[config.mk]
export PLATFORM = sky130hd
export DESIGN_NAME = pyramid_level_sequencer_flat
export DESIGN_NICKNAME = d
export VERILOG_FILES = /design/src/rtl/pyramid_level_sequencer_pkg.sv /design/src/rtl/pyramid_level_sequencer_if.sv /design/src/rtl/pyramid_level_sequencer_calc.sv /design/src/rtl/pyramid_level_sequencer.sv /design/src/flat_wrapper.sv
export SDC_FILE = /design/constraint.sdc
export NUM_CORES = 1
export LEC_CHECK = 0
export BUFFER_PORTS_ARGS = -buffer_cell sky130_fd_sc_hd__clkbuf_2
export CAP_MARGIN = 20
export CORE_MARGIN = 2
export CORE_UTILIZATION = 40
export CTS_CLUSTER_SIZE = 25
export DETAILED_ROUTE_END_ITERATION = 10
export SKIP_LAST_GASP = 1
export SLEW_MARGIN = 25
export SYNTH_ARGS = -nofsm -noshare
export SYNTH_HDL_FRONTEND = slang
export SYNTH_HIERARCHICAL = 1
export SYNTH_SLANG_ARGS = --single-unit
[constraint.sdc]
create_clock -name clk -period 5.1 [get_ports clk]
set_clock_uncertainty 0.2 [all_clocks]
set_input_delay 0.51 -clock clk [delete_from_list [all_inputs] [get_ports clk]]
set_output_delay 0.51 -clock clk [all_outputs]
set_load 0.02 [all_outputs]
[src/rtl/pyramid_level_sequencer_pkg.sv]
// ---------------------------------------------------------------------------
// pyramid_pkg
// Shared types and default widths for the pyramid level sequencer.
//   state_e       : sequencer FSM states
//   level_desc_t  : packed level descriptor (index, width, height, last) laid
//                   out at the default widths, for host-side packing of the
//                   descriptor stream
// ---------------------------------------------------------------------------
package pyramid_pkg;

  localparam int COORD_BITS_DEF = 16;
  localparam int LEVEL_BITS_DEF = 4;

  typedef enum logic [2:0] {
    ST_IDLE = 3'd0,
    ST_REQ  = 3'd1,
    ST_WAIT = 3'd2,
    ST_EMIT = 3'd3,
    ST_FIN  = 3'd4
  } state_e;

  typedef struct packed {
    logic [LEVEL_BITS_DEF-1:0] index;
    logic [COORD_BITS_DEF-1:0] width;
    logic [COORD_BITS_DEF-1:0] height;
    logic                      last;
  } level_desc_t;

endpackage

[src/rtl/pyramid_level_sequencer_if.sv]
// ---------------------------------------------------------------------------
// pyramid_level_sequencer_if
// Host-facing bundle of the pyramid level sequencer.
//   master : host side  (drives start/base dims/min_dim/lvl_ready)
//   slave  : sequencer  (drives busy, level descriptor handshake, done,
//                        level_count)
// ---------------------------------------------------------------------------
interface pyramid_level_sequencer_if #(
  parameter int COORD_BITS = 16,
  parameter int LEVEL_BITS = 4
);

  logic                  start;
  logic [COORD_BITS-1:0] base_width;
  logic [COORD_BITS-1:0] base_height;
  logic [COORD_BITS-1:0] min_dim;
  logic                  busy;
  logic                  lvl_valid;
  logic                  lvl_ready;
  logic [LEVEL_BITS-1:0] lvl_index;
  logic [COORD_BITS-1:0] lvl_width;
  logic [COORD_BITS-1:0] lvl_height;
  logic                  lvl_last;
  logic                  done;
  logic [LEVEL_BITS:0]   level_count;

  modport master (
    output start, base_width, base_height, min_dim, lvl_ready,
    input  busy, lvl_valid, lvl_index, lvl_width, lvl_height, lvl_last,
           done, level_count
  );

  modport slave (
    input  start, base_width, base_height, min_dim, lvl_ready,
    output busy, lvl_valid, lvl_index, lvl_width, lvl_height, lvl_last,
           done, level_count
  );

endinterface

[src/rtl/pyramid_level_sequencer_calc.sv]
// ---------------------------------------------------------------------------
// DimensionCalculator_4_5
// Computes out = (in-1)*4/5 + 1 with a bit-serial restoring divide by 5.
// Latency depends on the operand: leading zeros of the dividend are skipped,
// so one iteration is spent per significant dividend bit, plus one load cycle
// and one output cycle. in_valid_i is accepted only while idle.
//   clk, reset_n           : clock, async active-low reset
//   in_valid_i / in_dim_i  : operand strobe and value (in_dim_i >= 1)
//   out_valid_o / out_dim_o: one-cycle result strobe and value
// ---------------------------------------------------------------------------
module DimensionCalculator_4_5 #(
  parameter int COORD_BITS = 16
) (
  input  logic                  clk,
  input  logic                  reset_n,
  input  logic                  in_valid_i,
  input  logic [COORD_BITS-1:0] in_dim_i,
  output logic                  out_valid_o,
  output logic [COORD_BITS-1:0] out_dim_o
);

  localparam int DW = COORD_BITS + 2;
  localparam int CW = $clog2(DW + 1);

  logic                  busy_q, busy_d;
  logic [CW-1:0]         cnt_q, cnt_d;
  logic [DW-1:0]         div_q, div_d;
  logic [COORD_BITS-1:0] quo_q, quo_d;
  logic [2:0]            rem_q, rem_d;
  logic                  out_valid_q, out_valid_d;
  logic [COORD_BITS-1:0] out_dim_q, out_dim_d;

  logic [DW-1:0]         dividend;
  logic [CW-1:0]         lead_zeros;
  logic [3:0]            rem_shift;

  always_comb begin
    dividend   = {in_dim_i - 1'b1, 2'b00};
    // Highest set bit wins because later iterations overwrite earlier ones.
    lead_zeros = CW'(DW);
    for (int i = 0; i < DW; i++) begin
      if (dividend[i]) lead_zeros = CW'(DW - 1 - i);
    end
    rem_shift   = {rem_q, div_q[DW-1]};

    busy_d      = busy_q;
    cnt_d       = cnt_q;
    div_d       = div_q;
    quo_d       = quo_q;
    rem_d       = rem_q;
    out_valid_d = 1'b0;
    out_dim_d   = out_dim_q;

    if (!busy_q) begin
      if (in_valid_i) begin
        busy_d = 1'b1;
        div_d  = dividend << lead_zeros;
        cnt_d  = CW'(DW) - lead_zeros;
        rem_d  = '0;
        quo_d  = '0;
      end
    end else if (cnt_q == '0) begin
      busy_d      = 1'b0;
      out_valid_d = 1'b1;
      out_dim_d   = quo_q + 1'b1;
    end else begin
      cnt_d = cnt_q - 1'b1;
      div_d = div_q << 1;
      // Quotient always fits COORD_BITS since (in-1)*4/5 < in.
      if (rem_shift >= 4'd5) begin
        rem_d = 3'(rem_shift - 4'd5);
        quo_d = {quo_q[COORD_BITS-2:0], 1'b1};
      end else begin
        rem_d = rem_shift[2:0];
        quo_d = {quo_q[COORD_BITS-2:0], 1'b0};
      end
    end
  end

  always_ff @(posedge clk or negedge reset_n) begin
    if (!reset_n) begin
      busy_q      <= 1'b0;
      cnt_q       <= '0;
      div_q       <= '0;
      quo_q       <= '0;
      rem_q       <= '0;
      out_valid_q <= 1'b0;
      out_dim_q   <= '0;
    end else begin
      busy_q      <= busy_d;
      cnt_q       <= cnt_d;
      div_q       <= div_d;
      quo_q       <= quo_d;
      rem_q       <= rem_d;
      out_valid_q <= out_valid_d;
      out_dim_q   <= out_dim_d;
    end
  end

  assign out_valid_o = out_valid_q;
  assign out_dim_o   = out_dim_q;

endmodule

[src/rtl/pyramid_level_sequencer.sv]
// ---------------------------------------------------------------------------
// pyramid_level_sequencer
// Walks an image pyramid: starting from the base dimensions, each level is
// scaled by 4/5 (via two DimensionCalculator_4_5 instances, one per axis)
// until the next level would fall below min_dim or MAX_LEVELS is reached.
// Each level is offered as a descriptor on a valid/ready handshake.
//   clk, reset_n : clock, async active-low reset
//   bus (slave)  : start/base_width/base_height/min_dim in,
//                  busy, lvl_valid/lvl_ready, lvl_index/width/height/last,
//                  done pulse, level_count
// ---------------------------------------------------------------------------
module pyramid_level_sequencer
  import pyramid_pkg::*;
#(
  parameter int COORD_BITS = COORD_BITS_DEF,
  parameter int MAX_LEVELS = 16,
  parameter int LEVEL_BITS = LEVEL_BITS_DEF
) (
  input  logic                          clk,
  input  logic                          reset_n,
  pyramid_level_sequencer_if.slave      bus
);

  // Index 0 is the width axis, index 1 the height axis.
  state_e                state_q, state_d;
  logic [COORD_BITS-1:0] cur_q [2];
  logic [COORD_BITS-1:0] cur_d [2];
  logic [COORD_BITS-1:0] nxt_q [2];
  logic [COORD_BITS-1:0] nxt_d [2];
  logic [1:0]            got_q, got_d;
  logic [COORD_BITS-1:0] min_q, min_d;
  logic [LEVEL_BITS-1:0] level_q, level_d;
  logic [LEVEL_BITS:0]   count_q, count_d;

  logic                  calc_req;
  logic [1:0]            res_valid;
  logic [COORD_BITS-1:0] res_dim [2];
  logic [COORD_BITS-1:0] min_eff;
  logic                  is_last;

  genvar gi;
  generate
    for (gi = 0; gi < 2; gi++) begin : g_calc
      DimensionCalculator_4_5 #(.COORD_BITS(COORD_BITS)) u_calc (
        .clk         (clk),
        .reset_n     (reset_n),
        .in_valid_i  (calc_req),
        .in_dim_i    (cur_q[gi]),
        .out_valid_o (res_valid[gi]),
        .out_dim_o   (res_dim[gi])
      );
    end
  endgenerate

  always_comb begin
    min_eff  = (bus.min_dim == '0) ? COORD_BITS'(1) : bus.min_dim;
    is_last  = ({1'b0, level_q} == (LEVEL_BITS+1)'(MAX_LEVELS - 1)) ||
               (nxt_q[0] < min_q) || (nxt_q[1] < min_q);

    state_d  = state_q;
    cur_d    = cur_q;
    nxt_d    = nxt_q;
    got_d    = got_q;
    min_d    = min_q;
    level_d  = level_q;
    count_d  = count_q;
    calc_req = 1'b0;

    case (state_q)
      ST_IDLE: begin
        if (bus.start) begin
          count_d = '0;
          if ((bus.base_width < min_eff) || (bus.base_height < min_eff)) begin
            state_d = ST_FIN;
          end else begin
            cur_d[0] = bus.base_width;
            cur_d[1] = bus.base_height;
            min_d    = min_eff;
            level_d  = '0;
            state_d  = ST_REQ;
          end
        end
      end
      ST_REQ: begin
        calc_req = 1'b1;
        got_d    = '0;
        state_d  = ST_WAIT;
      end
      ST_WAIT: begin
        // Axes may finish in either order or on the same cycle.
        for (int i = 0; i < 2; i++) begin
          if (res_valid[i]) begin
            nxt_d[i] = res_dim[i];
            got_d[i] = 1'b1;
          end
        end
        if (&(got_q | res_valid)) state_d = ST_EMIT;
      end
      ST_EMIT: begin
        if (bus.lvl_ready) begin
          count_d = count_q + 1'b1;
          if (is_last) begin
            state_d = ST_FIN;
          end else begin
            cur_d   = nxt_q;
            level_d = level_q + 1'b1;
            state_d = ST_REQ;
          end
        end
      end
      ST_FIN:  state_d = ST_IDLE;
      default: state_d = ST_IDLE;
    endcase
  end

  always_ff @(posedge clk or negedge reset_n) begin
    if (!reset_n) begin
      state_q <= ST_IDLE;
      for (int i = 0; i < 2; i++) begin
        cur_q[i] <= '0;
        nxt_q[i] <= '0;
      end
      got_q   <= '0;
      min_q   <= '0;
      level_q <= '0;
      count_q <= '0;
    end else begin
      state_q <= state_d;
      cur_q   <= cur_d;
      nxt_q   <= nxt_d;
      got_q   <= got_d;
      min_q   <= min_d;
      level_q <= level_d;
      count_q <= count_d;
    end
  end

  assign bus.busy        = (state_q != ST_IDLE);
  assign bus.lvl_valid   = (state_q == ST_EMIT);
  assign bus.lvl_last    = (state_q == ST_EMIT) && is_last;
  assign bus.lvl_index   = level_q;
  assign bus.lvl_width   = cur_q[0];
  assign bus.lvl_height  = cur_q[1];
  assign bus.done        = (state_q == ST_FIN);
  assign bus.level_count = count_q;

endmodule

[src/flat_wrapper.sv]
// flat-port wrapper written by rule: the top's interface ports become plain ports
module pyramid_level_sequencer_flat import pyramid_pkg::*;
#(
  parameter int COORD_BITS = COORD_BITS_DEF,
  parameter int MAX_LEVELS = 16,
  parameter int LEVEL_BITS = LEVEL_BITS_DEF
)
  (clk, reset_n, bus_start, bus_base_width, bus_base_height, bus_min_dim, bus_lvl_ready, bus_busy, bus_lvl_valid, bus_lvl_index, bus_lvl_width, bus_lvl_height, bus_lvl_last, bus_done, bus_level_count);
  pyramid_level_sequencer_if #(.COORD_BITS(COORD_BITS), .LEVEL_BITS(LEVEL_BITS)) bus_i ();
  input  logic clk;
  input  logic reset_n;
  input wire logic [$bits(bus_i.start)-1:0] bus_start;
  input wire logic [$bits(bus_i.base_width)-1:0] bus_base_width;
  input wire logic [$bits(bus_i.base_height)-1:0] bus_base_height;
  input wire logic [$bits(bus_i.min_dim)-1:0] bus_min_dim;
  input wire logic [$bits(bus_i.lvl_ready)-1:0] bus_lvl_ready;
  output wire logic [$bits(bus_i.busy)-1:0] bus_busy;
  output wire logic [$bits(bus_i.lvl_valid)-1:0] bus_lvl_valid;
  output wire logic [$bits(bus_i.lvl_index)-1:0] bus_lvl_index;
  output wire logic [$bits(bus_i.lvl_width)-1:0] bus_lvl_width;
  output wire logic [$bits(bus_i.lvl_height)-1:0] bus_lvl_height;
  output wire logic [$bits(bus_i.lvl_last)-1:0] bus_lvl_last;
  output wire logic [$bits(bus_i.done)-1:0] bus_done;
  output wire logic [$bits(bus_i.level_count)-1:0] bus_level_count;
  assign bus_i.start = bus_start;
  assign bus_i.base_width = bus_base_width;
  assign bus_i.base_height = bus_base_height;
  assign bus_i.min_dim = bus_min_dim;
  assign bus_i.lvl_ready = bus_lvl_ready;
  assign bus_busy = bus_i.busy;
  assign bus_lvl_valid = bus_i.lvl_valid;
  assign bus_lvl_index = bus_i.lvl_index;
  assign bus_lvl_width = bus_i.lvl_width;
  assign bus_lvl_height = bus_i.lvl_height;
  assign bus_lvl_last = bus_i.lvl_last;
  assign bus_done = bus_i.done;
  assign bus_level_count = bus_i.level_count;
  pyramid_level_sequencer #(.COORD_BITS(COORD_BITS), .MAX_LEVELS(MAX_LEVELS), .LEVEL_BITS(LEVEL_BITS)) u_core (.clk(clk), .reset_n(reset_n), .bus(bus_i));
endmodule
### Yosys cells after proc, flatten, opt, wreduce, memory -nomap -nowiden

Index checks and enable logic that the tools add are counted.

| storage, ports and cells | value |
|---|---|
| output and inout port bits | 45 |
| bits in registers | 214 |
| input port bits | 52 |
| word-level logic and storage cells | 177 |

| operators by class | value |
|---|---|
| add/sub/neg operators | 12 |
| shift operators | 2 |
| equality and inequality tests | 14 |
| muxes and demuxes | 91 |
| magnitude comparators | 6 |
| reductions and logical operators | 26 |
| bitwise gates (word level) | 2 |

Operators by type and width:

| cell | count |
|---|---|
| two-way mux 5 bit | 40 |
| two-way mux 32 bit | 4 |
| two-way mux 18 bit | 6 |
| two-way mux 16 bit | 6 |
| < comparator 16 bit | 4 |
| one-hot mux 32 bit (2 select lines) | 1 |
| two-way mux 3 bit | 12 |
| << shifter 18 x 5 -> 18 bit | 2 |
| adder 16 x 1 -> 16 bit, second input constant | 2 |
| subtractor 16 x 1 -> 16 bit, second input constant | 2 |
| AND reduction 2 bit | 9 |
| zero test 16 bit | 1 |
| two-way mux 4 bit | 4 |
| inequality test 2 bit, second input constant | 8 |
| two-way mux 1 bit | 14 |
| one-hot mux 3 bit (4 select lines) | 1 |
| zero test 5 bit | 2 |
| one-hot mux 5 bit (2 select lines) | 1 |
| subtractor 5 x 1 -> 5 bit, second input constant | 2 |
| subtractor 5 bit, first input constant | 2 |
| AND reduction 3 bit | 3 |
| greater-or-equal comparator 4 x 3 -> 1 bit, second input constant | 2 |
| one-hot mux 4 bit (2 select lines) | 1 |
| nonzero test 2 bit | 4 |
| other kinds (16) | 20 |

### Logic depth before layout (Yosys ltp)

Gate-level depths: netlist (run 1).

| logic depth | value |
|---|---|
| depth after elaboration | 20 |
| depth in mapped cells | 19 |
| gate-level depth less buffers | 14 |

### Hierarchy

Netlist (run 1), hierarchy kept.

Modules (own cells, without submodules):

| module | cells each | seq. area each (µm²) | instances | area an instance (µm²) |
|---|---|---|---|---|
| pyramid_level_sequencer | 561 | 2352.3 | 1 | 5606.6 |
| DimensionCalculator_4_5 at u_core.g_calc[1].u_calc | 522 | 1451.4 | 1 | 4400.5 |
| DimensionCalculator_4_5 at u_core.g_calc[0].u_calc | 508 | 1451.4 | 1 | 4352.9 |

### Worst setup path after synthesis (run 1)

Ideal clock, no wire load.

| timing | value |
|---|---|
| path kind | register to register |
| start | reg u_core.cur_q (netlist bit u_core/bus.lvl_width[0]) |
| end | reg u_core.g_calc[0].u_calc.div_q[13] |
| clock period less this slack | 3.909 ns |
| library setup time | 0.127 ns |
| setup slack | 1.191 ns |
| cell stages (with the launch flop) | 18 |
| data required time | 4.773 ns |
| buffers on the path | 5 |
| arrival | 3.582 ns |
| cells stage by stage | dfrtp_1 -> buf_2 -> inv_1 -> ha_1 -> clkbuf_1 -> clkbuf_1 -> nand4_1 -> xnor2_1 -> and3_1 -> a211o_1 -> buf_6 -> o21ai_4 -> inv_4 -> buf_6 -> mux2i_1 -> mux2_2 -> a2111oi_2 -> o21ai_1 |

| between the ends | value |
|---|---|
| longest elaborated chain between the ends | 20 |

Ends and longest elaborated chain:

| element | line | source |
|---|---|---|
| start, declared | pyramid_level_sequencer.sv:26 | `logic [COORD_BITS-1:0] cur_q [2];` |
| start signal, assigned | pyramid_level_sequencer.sv:129 | `cur_q <= cur_d;` |
| subtractor 16 x 1 -> 16 bit * | pyramid_level_sequencer_calc.sv:38 | `dividend = {in_dim_i - 1'b1, 2'b00};` |
| two-way mux 5 bit (16 in a row) | pyramid_level_sequencer_calc.sv:42 | `if (dividend[i]) lead_zeros = CW'(DW - 1 - i);` |
| << shifter 18 x 5 -> 18 bit * | pyramid_level_sequencer_calc.sv:57 | `div_d = dividend << lead_zeros;` |
| two-way mux 18 bit * | pyramid_level_sequencer_calc.sv:55 | `if (in_valid_i) begin` |
| two-way mux 18 bit * | pyramid_level_sequencer_calc.sv:54 | `if (!busy_q) begin` |
| end signal, assigned | pyramid_level_sequencer_calc.sv:92 | `div_q <= div_d;` |
| end, declared | pyramid_level_sequencer_calc.sv:27 | `logic [DW-1:0] div_q, div_d;` |

Mark *: on every way between the ends. The rest lies on a longest branch, timed or not. The select of a mux whose other input is x is not followed.
A chain may end at the register's enable or synchronous reset.

### Worst setup path after layout (run 1)

| timing | value |
|---|---|
| start | reg u_core.cur_q (netlist bit u_core/bus.lvl_width[4]) |
| end | reg u_core.g_calc[0].u_calc.div_q[6] |

| between the ends | value |
|---|---|
| longest elaborated chain between the ends | 16 |

Ends and longest elaborated chain:

| element | line |
|---|---|
| subtractor 16 x 1 -> 16 bit * | pyramid_level_sequencer_calc.sv:38 |
| two-way mux 5 bit (12 in a row) | pyramid_level_sequencer_calc.sv:42 |
| << shifter 18 x 5 -> 18 bit * | pyramid_level_sequencer_calc.sv:57 |
| two-way mux 18 bit * | pyramid_level_sequencer_calc.sv:55 |
| two-way mux 18 bit * | pyramid_level_sequencer_calc.sv:54 |

Marked as above.

==> summary.txt, run 1 <==
Global routing
  – Via count of the first global-routing pass: 11939
  – Global router's overall resource usage: about 22%
  – Global route overflow: 0
  – Wire length of the first global-routing pass: roughly 67 mm
  – Largest net degree at the start of global routing: around 110
  – Initial antenna violation count: 0

Die
  – Die height: 193 microns
  – Overall die area: 37400 sq um
  – Placeable core region: roughly 35000 sq um
  – Starting density of the core: 40.5%
  – I/O pin total: 97
  – Rows: 69
  – X dimension of the die: 193 microns

Setup path
  – Type of the worst setup path: flip-flop to flip-flop
  – Critical-path cell list: or4_4 -> nor3_4 -> a31oi_1 -> a21o_1 -> a221oi_2 -> or2_1 -> inv_1 -> a221o_1 -> o21a_1 -> a221oi_1 -> nor2_1
  – Required time at the endpoint of the critical path: approximately 5.3 ns
  – Nature of the critical path endpoint: flip-flop
  – Critical path fanouts, max: 13
  – CP Buf/Inv Count: 1
  – Highest-delay cell along the critical path: sky130_fd_sc_hd__or4_4
  – Startpoint types: flip-flop
  – Maximum single-stage delay on the critical path: 0.59 ns
  – Data arrival time at the worst-slack endpoint: 4.55 ns
  – Cell family with the largest share of critical-path delay: compound AO/OA/AOI/OAI gates

CTS
  – CTS Buf Count: 26
  – Post-CTS Resized: 0
  – TritonCTS clock tree: built
  – CTS Buffer Depth: 3
  – # hold bufs at CTS: 1
  – Clock root buffer: sky130_fd_sc_hd__clkbuf_16
  – Number of sinks handled by clock tree synthesis: 210
  – Post-CTS setup repair buffer count: 0
  – H-tree depth reported by CTS: 1
  – Clock insertion delay at the later pin of the skew report: approximately 0.53 ns
  – Clock Pin Slew Worst Setup and Hold Paths: ~0.060 ns

STA
  – Least setup slack across all paths after layout: around 0.76 ns
  – Worst slew margin relative to its limit: 37.4%
  – Fmax: approximately 230 MHz
  – Setup-failing EPs final: 0
  – Final hold violations: 0
  – Share of the cycle needed by the critical path after routing: a little under nine tenths
  – Final number of max-transition violations: 0
  – Worst-Margin Slew: 0.939 ns
  – Post-route minimum period: 4.34 ns
  – Setup Total Neg Slack: 0 ns
  – Tightest hold margin: 0.0771 ns
  – RSZ-0062 raised after global routing: false

Logic synthesis
  – Number of synthesis warnings: 6
  – Yosys cell types: 102
  – Synthesized netlist cell count: 1591
  – Synthesized flop and latch total: 210
  – EDFF count, synth: 0
  – Prevailing post-synth register cell: sky130_fd_sc_hd__dfrtp_1
  – Syn Area/Cell: 9.03 sq um
  – Sequential fraction of the synthesis area: 36.6%
  – Netlist area before placement: around 14000 sq um
  – Synthesized Nets: 1723
  – Fraction of synthesis flops using an asynchronous set or reset pin: 100%

Detailed routing
  – Count of routing violations after the opening detailed-route iteration: 846
  – Wirelength per Cell: about 20 microns
  – Drt first pass iters: 6
  – Via-to-Cell Ratio: 5.78
  – Number of vias after detailed routing: 12362
  – # DRC: 0
  – Number of routed nets with antenna violations: 0
  – Final routed wirelength across all metal layers: about 42 mm

Power and ir drop
  – Static leakage: a little over 7 nW
  – Worst IR drop on VDD: 0.525 mV
  – Power per standard cell area: between 600 and 700 nW/um^2

Cells and area
  – Area added between synthesis and finish: 12.0%
  – Leading cell type in the layout, fill and taps excluded: sky130_fd_sc_hd__nand2_1
  – Post-route non-filler standard cell count: 2137
  – Antenna diode instance count: 0
  – Count of nets after finishing: 1790
  – Top library cells by usage in the layout, fill and taps aside: sky130_fd_sc_hd__nand2_1 (248), sky130_fd_sc_hd__dfrtp_1 (210), sky130_fd_sc_hd__o21ai_0 (96)
  – Ratio of cells with drive above 1 in the final layout: 16.9%

Placed design
  – Placer Congestion: around 0.94
  – HPWL reported at the end of detailed placement: between 30 and 40 mm
  – Placed Cells: 2090
  – Pre-CTS worst setup slack: 0.856 ns
  – Port Buf Inserts: 96

Job
  – Max-cap violations: 0

Worst hold path
  – Type of the worst min-delay path: primary input to flip-flop

Outcome
  – Run status: complete, no violations
-- layer usage --
layer	vias up	global-route usage, %	wire length (microns)
met3	74	2.11	1980
met2	341	37.1	20300
li1	5907	-	-
met4	0	7.41	1460
met5	-	0	0
met1	6040	29.9	18600
-- logic make-up (layout without fill, tap and decap cells) --
logic type | Yosys count | after routing | synth area share [%]
AOI/OAI and AO/OA | 403 | 403 | 19.2
xor gates and xnor gates | 66 | 66 | 4.03
adders and majority gates | 80 | 80 | 6.97
buffers and inverters | 157 | 242 | 4.94
DFF | 210 | 210 | 36.6
muxes | 106 | 106 | 8.86
and+or+nand+nor | 569 | 569 | 19.4
-- Yosys cell counts, drive strengths merged, types with 28 or more instances --
cell | instances | share of area (%)
nor2 | 93 | 2.4
mux2 | 79 | 6.7
inv | 69 | 1.9
xnor2 | 39 | 2.4
a21oi | 88 | 3.1
o21ai | 106 | 3.8
nand2 | 248 | 6.5
a22o | 28 | 1.7
ha | 80 | 7.0
nor3 | 34 | 1.3
dfrtp | 210 | 37
clkbuf | 56 | 1.5
buf | 29 | 1.5
nand3 | 33 | 1.2
-- cell type report --
class | count | area (sq um)
clock buffers | 38 | 787
clock inverters | 8 | 65.1
fillers | 3459 | 19400
inverters | 72 | 279
multi-input cells | 1224 | 8410
flip-flops and latches | 210 | 5260
well taps | 461 | 577
repair buffers | 124 | 714
-- flip-flops by register name, summed over array words and instances, names as in the netlist --
| name | count |
|---|---|
| u_core/bus.level_count | 5 |
| u_core/bus.lvl_height | 16 |
| u_core/bus.lvl_index | 4 |
| u_core/bus.lvl_width | 16 |
| u_core/g_calc.u_calc/busy_q | 2 |
| u_core/g_calc.u_calc/cnt_q | 10 |
| u_core/g_calc.u_calc/div_q | 32 |
| u_core/g_calc.u_calc/out_dim_o | 32 |
| u_core/g_calc.u_calc/out_valid_o | 2 |
| u_core/g_calc.u_calc/quo_q | 32 |
| u_core/g_calc.u_calc/rem_q | 6 |
| u_core/got_q | 2 |
| u_core/min_q | 16 |
| u_core/nxt_q | 32 |
| u_core/state_q | 3 |
-- through the flow --
step	power (mW)	cell area [sq um]	utilization, %
6_report	10.8	16100	45.3
5_1_grt	11.5	16100	45.3
4_1_cts	10.7	16100	45.3
3_5_place_dp	8.86	15200	42.9
3_3_place_gp	8.83	15200	42.9
2_1_floorplan	7.33	14400	-
-- final timing paths --
kind,from,endpoint,slack [ns],cells after the start
max,u_core/bus.lvl_width[4],u_core/g_calc[0].u_calc/div_q[6],0.76,11
min reg2reg,u_core/g_calc[1].u_calc/div_q[8],u_core/g_calc[1].u_calc/div_q[8],0.28,2
min,bus_start,u_core/bus.level_count[2],0.08,2
max reg2reg,u_core/bus.lvl_width[4],u_core/g_calc[0].u_calc/div_q[6],0.76,11
max in group asynchronous,reset_n,u_core/g_calc[0].u_calc/out_dim_o[6],3.19,3
min in group asynchronous,reset_n,u_core/g_calc[1].u_calc/quo_q[14],0.44,2
-- power breakdown --
part / leakage (nW) / switching, mW / internal (mW)
Clock: 0.429 / 0.716 / 1.11
Combinational: 4.13 / 3.47 / 2.33
Sequential: 2.71 / 0.838 / 2.30
Note: power is estimated with default switching activity, not from simulation.
==> inputs of run 2 (changes only) <==
CORE_UTILIZATION = 62   (was 40)
PLACE_DENSITY = 0.81   (was default)
==> summary.txt, run 2 (same netlist as run 1, synthesis figures left out) <==
CTS
  – Clock Pin Slew Worst Setup and Hold Paths: 0.06 ns
  – H-tree depth reported by CTS: 1
  – CTS Buf Count: 24
  – Post-CTS setup repair buffer count: 0
  – Clock root buffer: sky130_fd_sc_hd__clkbuf_16
  – # hold bufs at CTS: 1
  – Clock insertion delay at the later pin of the skew report: 0.52 ns
  – CTS Buffer Depth: 3
  – TritonCTS clock tree: built
  – Post-CTS Resized: 0
  – Number of sinks handled by clock tree synthesis: 210

Setup path
  – Type of the worst setup path: flip-flop to flip-flop
  – Reg-to-reg setup timing slack: approximately 0.44 ns
  – Nature of the critical path endpoint: flip-flop
  – Worst R2R Path Depth: 12
  – Startpoint of the worst-slack reg-to-reg timing path: u_core/bus.lvl_height[0]
  – Endpoint of the worst register-to-register path: u_core/g_calc[1].u_calc/cnt_q[4]
  – Crit. Startpoint: u_core/bus.lvl_height[0]
  – Startpoint types: flip-flop
  – Data arrival time at the worst-slack endpoint: 4.85 ns
  – Required time at the endpoint of the critical path: 5.28 ns
  – Critical path fanouts, max: 16

Detailed routing
  – Number of vias after detailed routing: 12676
  – # DRC: 0
  – Final routed wirelength across all metal layers: 39.6 mm
  – Via-to-Cell Ratio: 6.49
  – Count of routing violations after the opening detailed-route iteration: 1119
  – Drt first pass iters: 6
  – Number of routed nets with antenna violations: 0
  – Wirelength per Cell: 20.3 microns

STA
  – Setup-failing EPs final: 0
  – RSZ-0062 raised after global routing: false
  – Final number of max-transition violations: 0
  – Worst-Margin Slew: 0.973 ns
  – Post-route minimum period: 4.66 ns
  – Worst slew margin relative to its limit: 34.9%
  – Setup Total Neg Slack: 0 ns
  – Share of the cycle needed by the critical path after routing: 91.5%
  – Final hold violations: 0
  – Fmax: roughly 210 MHz

Cells and area
  – Top library cells by usage in the layout, fill and taps aside: sky130_fd_sc_hd__nand2_1 (248), sky130_fd_sc_hd__dfrtp_1 (210), sky130_fd_sc_hd__o21ai_0 (96)
  – Leading cell type in the layout, fill and taps excluded: sky130_fd_sc_hd__nand2_1
  – Cell area after layout: 15800 sq um
  – Area added between synthesis and finish: 9.77%
  – Filler cell count in the final layout: 1816
  – Ratio of cells with drive above 1 in the final layout: about 16%
  – Final core occ: between 60% and 70%
  – Post-route non-filler standard cell count: 1952
  – Count of nets after finishing: 1781
  – Antenna diode instance count: 0

Global routing
  – Global routing's busiest layer: met2
  – Via count of the first global-routing pass: 12139
  – GR met3 Demand/Resource: 5.92%
  – Global router's overall resource usage: roughly a third
  – Initial antenna violation count: 0
  – Largest net degree at the start of global routing: 116
  – Global route overflow: 0
  – Met2 track demand over resource: 54.8%
  – Wire length of the first global-routing pass: 64.4 mm
  – GR met1 Demand/Resource: ~44%

Die
  – Die height: 156 microns
  – Overall die area: 24400 sq um
  – Placeable core region: 22700 sq um
  – X dimension of the die: 156 microns
  – I/O pin total: 97
  – Rows: 55
  – Starting density of the core: 63.2%

Power and ir drop
  – Power per standard cell area: approximately 670 nW/um^2
  – Worst IR drop on VDD: 0.455 mV
  – Post-layout total power: between 10 and 15 mW
  – Static leakage: approximately 7.2 nW

Worst hold path
  – Min-Delay Path Depth: 2
  – Hold path startpoint: bus_start
  – End point of the most critical hold path: u_core/bus.level_count[4]
  – Type of the worst min-delay path: primary input to flip-flop

Placed design
  – Placer Congestion: 0.927
  – Placed Cells: 1907
  – Area after DPL: about 15000 sq um
  – HPWL reported at the end of detailed placement: 28.3 mm
  – Port Buf Inserts: 96

Job
  – Max-cap violations: 0

Outcome
  – Run status: complete, no violations
==> run 2: critical path, cell delays in order, from the launching register on <==
cell and delay (ns):
sky130_fd_sc_hd__dfrtp_1 0.56, sky130_fd_sc_hd__inv_1 0.16, sky130_fd_sc_hd__ha_1 0.40, sky130_fd_sc_hd__or3b_2 0.54
sky130_fd_sc_hd__or4b_4 0.51, sky130_fd_sc_hd__o311ai_0 0.11, sky130_fd_sc_hd__o21ba_2 0.18, sky130_fd_sc_hd__a21o_1 0.40
sky130_fd_sc_hd__clkinv_1 0.54, sky130_fd_sc_hd__ha_1 0.43, sky130_fd_sc_hd__o211a_1 0.23, sky130_fd_sc_hd__nor4_1 0.18
sky130_fd_sc_hd__a211oi_1 0.08
==> run 2: how the worst max path moves through the flow <==
stage / end / slack, ns / cells past startpoint
2_1_floorplan: u_core/g_calc[0].u_calc/div_q[13] / 1.19 / 17
3_3_place_gp: u_core/g_calc[1].u_calc/cnt_q[4] / 0.64 / 12
3_5_place_dp: u_core/g_calc[1].u_calc/cnt_q[4] / 0.55 / 12
4_1_cts: u_core/g_calc[1].u_calc/cnt_q[4] / 0.54 / 12
5_1_grt: u_core/g_calc[1].u_calc/cnt_q[4] / 0.10 / 13
6_report: u_core/g_calc[1].u_calc/cnt_q[4] / 0.44 / 12
==> run 2: per-layer routing <==
layer / vias up / share of wire (%)
met2: 497 / 47
met5: - / 0
met4: 0 / 2.8
met3: 89 / 7.3
li1: 5891 / -
met1: 6199 / 42
==> run 2: layout make-up <==
cell class | instances | area, sq um | share of cell area (%)
repair buffers | 117 | 662 | 4.20
flip-flops and latches | 210 | 5260 | 33.3
well taps | 285 | 357 | 2.26
multi-input cells | 1224 | 8410 | 53.4
inverters | 72 | 279 | 1.77
clock inverters | 11 | 125 | 0.794
clock buffers | 33 | 674 | 4.28
==> run 2: power by group <==
part           leakage (nW)  total (mW)  internal, mW  switching (mW)
sequential             2.71        3.16          2.30           0.865
combinational          4.10        5.72          2.31            3.42
clock                 0.395        1.73          1.03           0.697
==> run 2: per-stage QoR <==
step | hold slack, ns | setup slack, ns
after CTS | 0.0520 | 0.544
final | 0.0731 | 0.435
after global routing | 0.0634 | 0.100
after floorplan | 0.0144 | 1.19
after global placement | 0.258 | 0.636
after detailed placement | 0.266 | 0.554
==> inputs of run 3 (changes only) <==
PLACE_DENSITY = 0.79   (was 0.81)
==> summary.txt, run 3 (same netlist as run 1, synthesis figures left out) <==
STA
  – Final number of max-transition violations: 0
  – Worst-Margin Slew: 0.938 ns
  – Setup-failing EPs final: 0
  – Post-route minimum period: 4.50 ns
  – Share of the cycle needed by the critical path after routing: between 80% and 90%
  – Final hold violations: 0
  – RSZ-0062 raised after global routing: false
  – Fmax: 222 MHz
  – Worst slew margin relative to its limit: 37.0%
  – Setup Total Neg Slack: 0 ns

Power and ir drop
  – Worst IR drop on VDD: 0.405 mV
  – Static leakage: 7.20 nW
  – Power per standard cell area: 677 nW/um^2

CTS
  – CTS Buffer Depth: 3
  – Clock root buffer: sky130_fd_sc_hd__clkbuf_16
  – Post-CTS Resized: 0
  – Number of sinks handled by clock tree synthesis: 210
  – Clock insertion delay at the later pin of the skew report: approximately 0.53 ns
  – H-tree depth reported by CTS: 1
  – CTS Buf Count: 24
  – TritonCTS clock tree: built
  – Clock Pin Slew Worst Setup and Hold Paths: 0.06 ns

Setup path
  – Endpoint of the worst register-to-register path: u_core/g_calc[0].u_calc/div_q[6]
  – Worst R2R Path Depth: 12
  – Critical path fanouts, max: 13
  – Startpoint of the worst-slack reg-to-reg timing path: u_core/bus.lvl_width[1]
  – Reg-to-reg setup timing slack: 0.60 ns
  – Nature of the critical path endpoint: flip-flop
  – Startpoint types: flip-flop
  – Data arrival time at the worst-slack endpoint: 4.70 ns
  – Type of the worst setup path: flip-flop to flip-flop
  – Required time at the endpoint of the critical path: between 5 and 6 ns

Job
  – Max-cap violations: 0

Global routing
  – Largest net degree at the start of global routing: 81
  – Via count of the first global-routing pass: 12048
  – Global router's overall resource usage: between 30% and 40%
  – Initial antenna violation count: 0
  – Global route overflow: 0
  – Wire length of the first global-routing pass: 65.5 mm

Die
  – Die height: 156 microns
  – I/O pin total: between 90 and 100
  – Placeable core region: 22700 sq um
  – Rows: between 50 and 60
  – X dimension of the die: 156 microns
  – Starting density of the core: 63.2%
  – Overall die area: 24400 sq um

Placed design
  – Placed Cells: 1910
  – Port Buf Inserts: 96
  – Placer Congestion: 0.979
  – HPWL reported at the end of detailed placement: 29.4 mm

Cells and area
  – Top library cells by usage in the layout, fill and taps aside: sky130_fd_sc_hd__nand2_1 (248), sky130_fd_sc_hd__dfrtp_1 (210), sky130_fd_sc_hd__o21ai_0 (96)
  – Area added between synthesis and finish: 9.73%
  – Antenna diode instance count: 0
  – Post-route non-filler standard cell count: 1954
  – Count of nets after finishing: around 1800
  – Ratio of cells with drive above 1 in the final layout: between 10% and 20%
  – Leading cell type in the layout, fill and taps excluded: sky130_fd_sc_hd__nand2_1

Worst hold path
  – Hold path startpoint: bus_start
  – End point of the most critical hold path: u_core/bus.level_count[4]
  – Min-Delay Path Depth: 2
  – Type of the worst min-delay path: primary input to flip-flop

Detailed routing
  – Via-to-Cell Ratio: about 6.6
  – Number of vias after detailed routing: around 13000
  – Final routed wirelength across all metal layers: 40.6 mm
  – Drt first pass iters: 5
  – Wirelength per Cell: 20.8 microns
  – # DRC: 0
  – Number of routed nets with antenna violations: 0
  – Count of routing violations after the opening detailed-route iteration: 1483

Outcome
  – Run status: complete, no violations
-- run 3: cell count changes in the layout (fill, tap and decap cells not counted), sizes merged --
cell,previous run,this run
bufinv,2,1
buf,20,23
clkbuf,129,128
clkinv,10,11
-- run 3: timing repair --
item,CTS,global route
hold buffers,1,0
endpoints found under the hold margin,77,0
buffers inserted,0,0
-- run 3: per-layer routing --
layer	part of all wire [%]	track usage [%]
met1	43	46.8
met2	48	55.3
met4	3.1	10.3
met3	6.2	3.64
met5	0	0
-- run 3: how the worst max path moves through the flow --
stage                                 start                                end  depth (start not counted)
floorplan           u_core/bus.lvl_width[0]  u_core/g_calc[0].u_calc/div_q[13]                         17
global placement    u_core/bus.lvl_width[1]   u_core/g_calc[0].u_calc/div_q[6]                         12
detailed placement  u_core/bus.lvl_width[1]   u_core/g_calc[0].u_calc/div_q[6]                         12
CTS                 u_core/bus.lvl_width[1]   u_core/g_calc[0].u_calc/div_q[6]                         12
global route        u_core/bus.lvl_width[1]   u_core/g_calc[0].u_calc/div_q[6]                         12
finish              u_core/bus.lvl_width[1]   u_core/g_calc[0].u_calc/div_q[6]                         12
-- run 3: critical path, cell delays in order, from the launching register on --
cell                       delay, ns
sky130_fd_sc_hd__dfrtp_1        0.61
sky130_fd_sc_hd__inv_1          0.12
sky130_fd_sc_hd__ha_1           0.33
sky130_fd_sc_hd__nor3_1         0.48
sky130_fd_sc_hd__a31oi_1        0.25
sky130_fd_sc_hd__a21o_1         0.23
sky130_fd_sc_hd__a221oi_2       0.40
sky130_fd_sc_hd__or2_1          0.48
sky130_fd_sc_hd__inv_1          0.32
sky130_fd_sc_hd__a221o_1        0.43
sky130_fd_sc_hd__o21a_1         0.20
sky130_fd_sc_hd__a221oi_1       0.28
sky130_fd_sc_hd__nor2_1         0.06
-- run 3: power by group --
group          leakage, nW  internal [mW]  switching (mW)  total (mW)
registers             2.71           2.30           0.886        3.18
logic                 4.11           2.31            3.48        5.79
clock network        0.387          0.982           0.709        1.69
-- run 3: metrics by stage --
stage | total power, mW | worst slack, ns | hold slack [ns] | util (%) | area (sq um)
after global routing | 11.4 | 0.290 | 0.0753 | 69.4 | 15800
final | 10.7 | 0.600 | 0.0684 | 69.4 | 15800
after global placement | 8.67 | 0.774 | 0.258 | 65.9 | 15000
after CTS | 10.5 | 0.701 | 0.0512 | 69.4 | 15800
after detailed placement | 8.78 | 0.735 | 0.265 | 65.9 | 15000
after floorplan | 7.33 | 1.19 | 0.0144 | - | 14400
-- run 3: layout make-up --
type / instances / area [sq um]
Sequential cell: 210 / 5260
Multi-Input combinational cell: 1224 / 8410
Inverter: 72 / 279
Tap cell: 285 / 357
Clock buffer: 32 / 671
Timing Repair Buffer: 120 / 672
Clock inverter: 11 / 111
Fill cell: 1807 / 6950
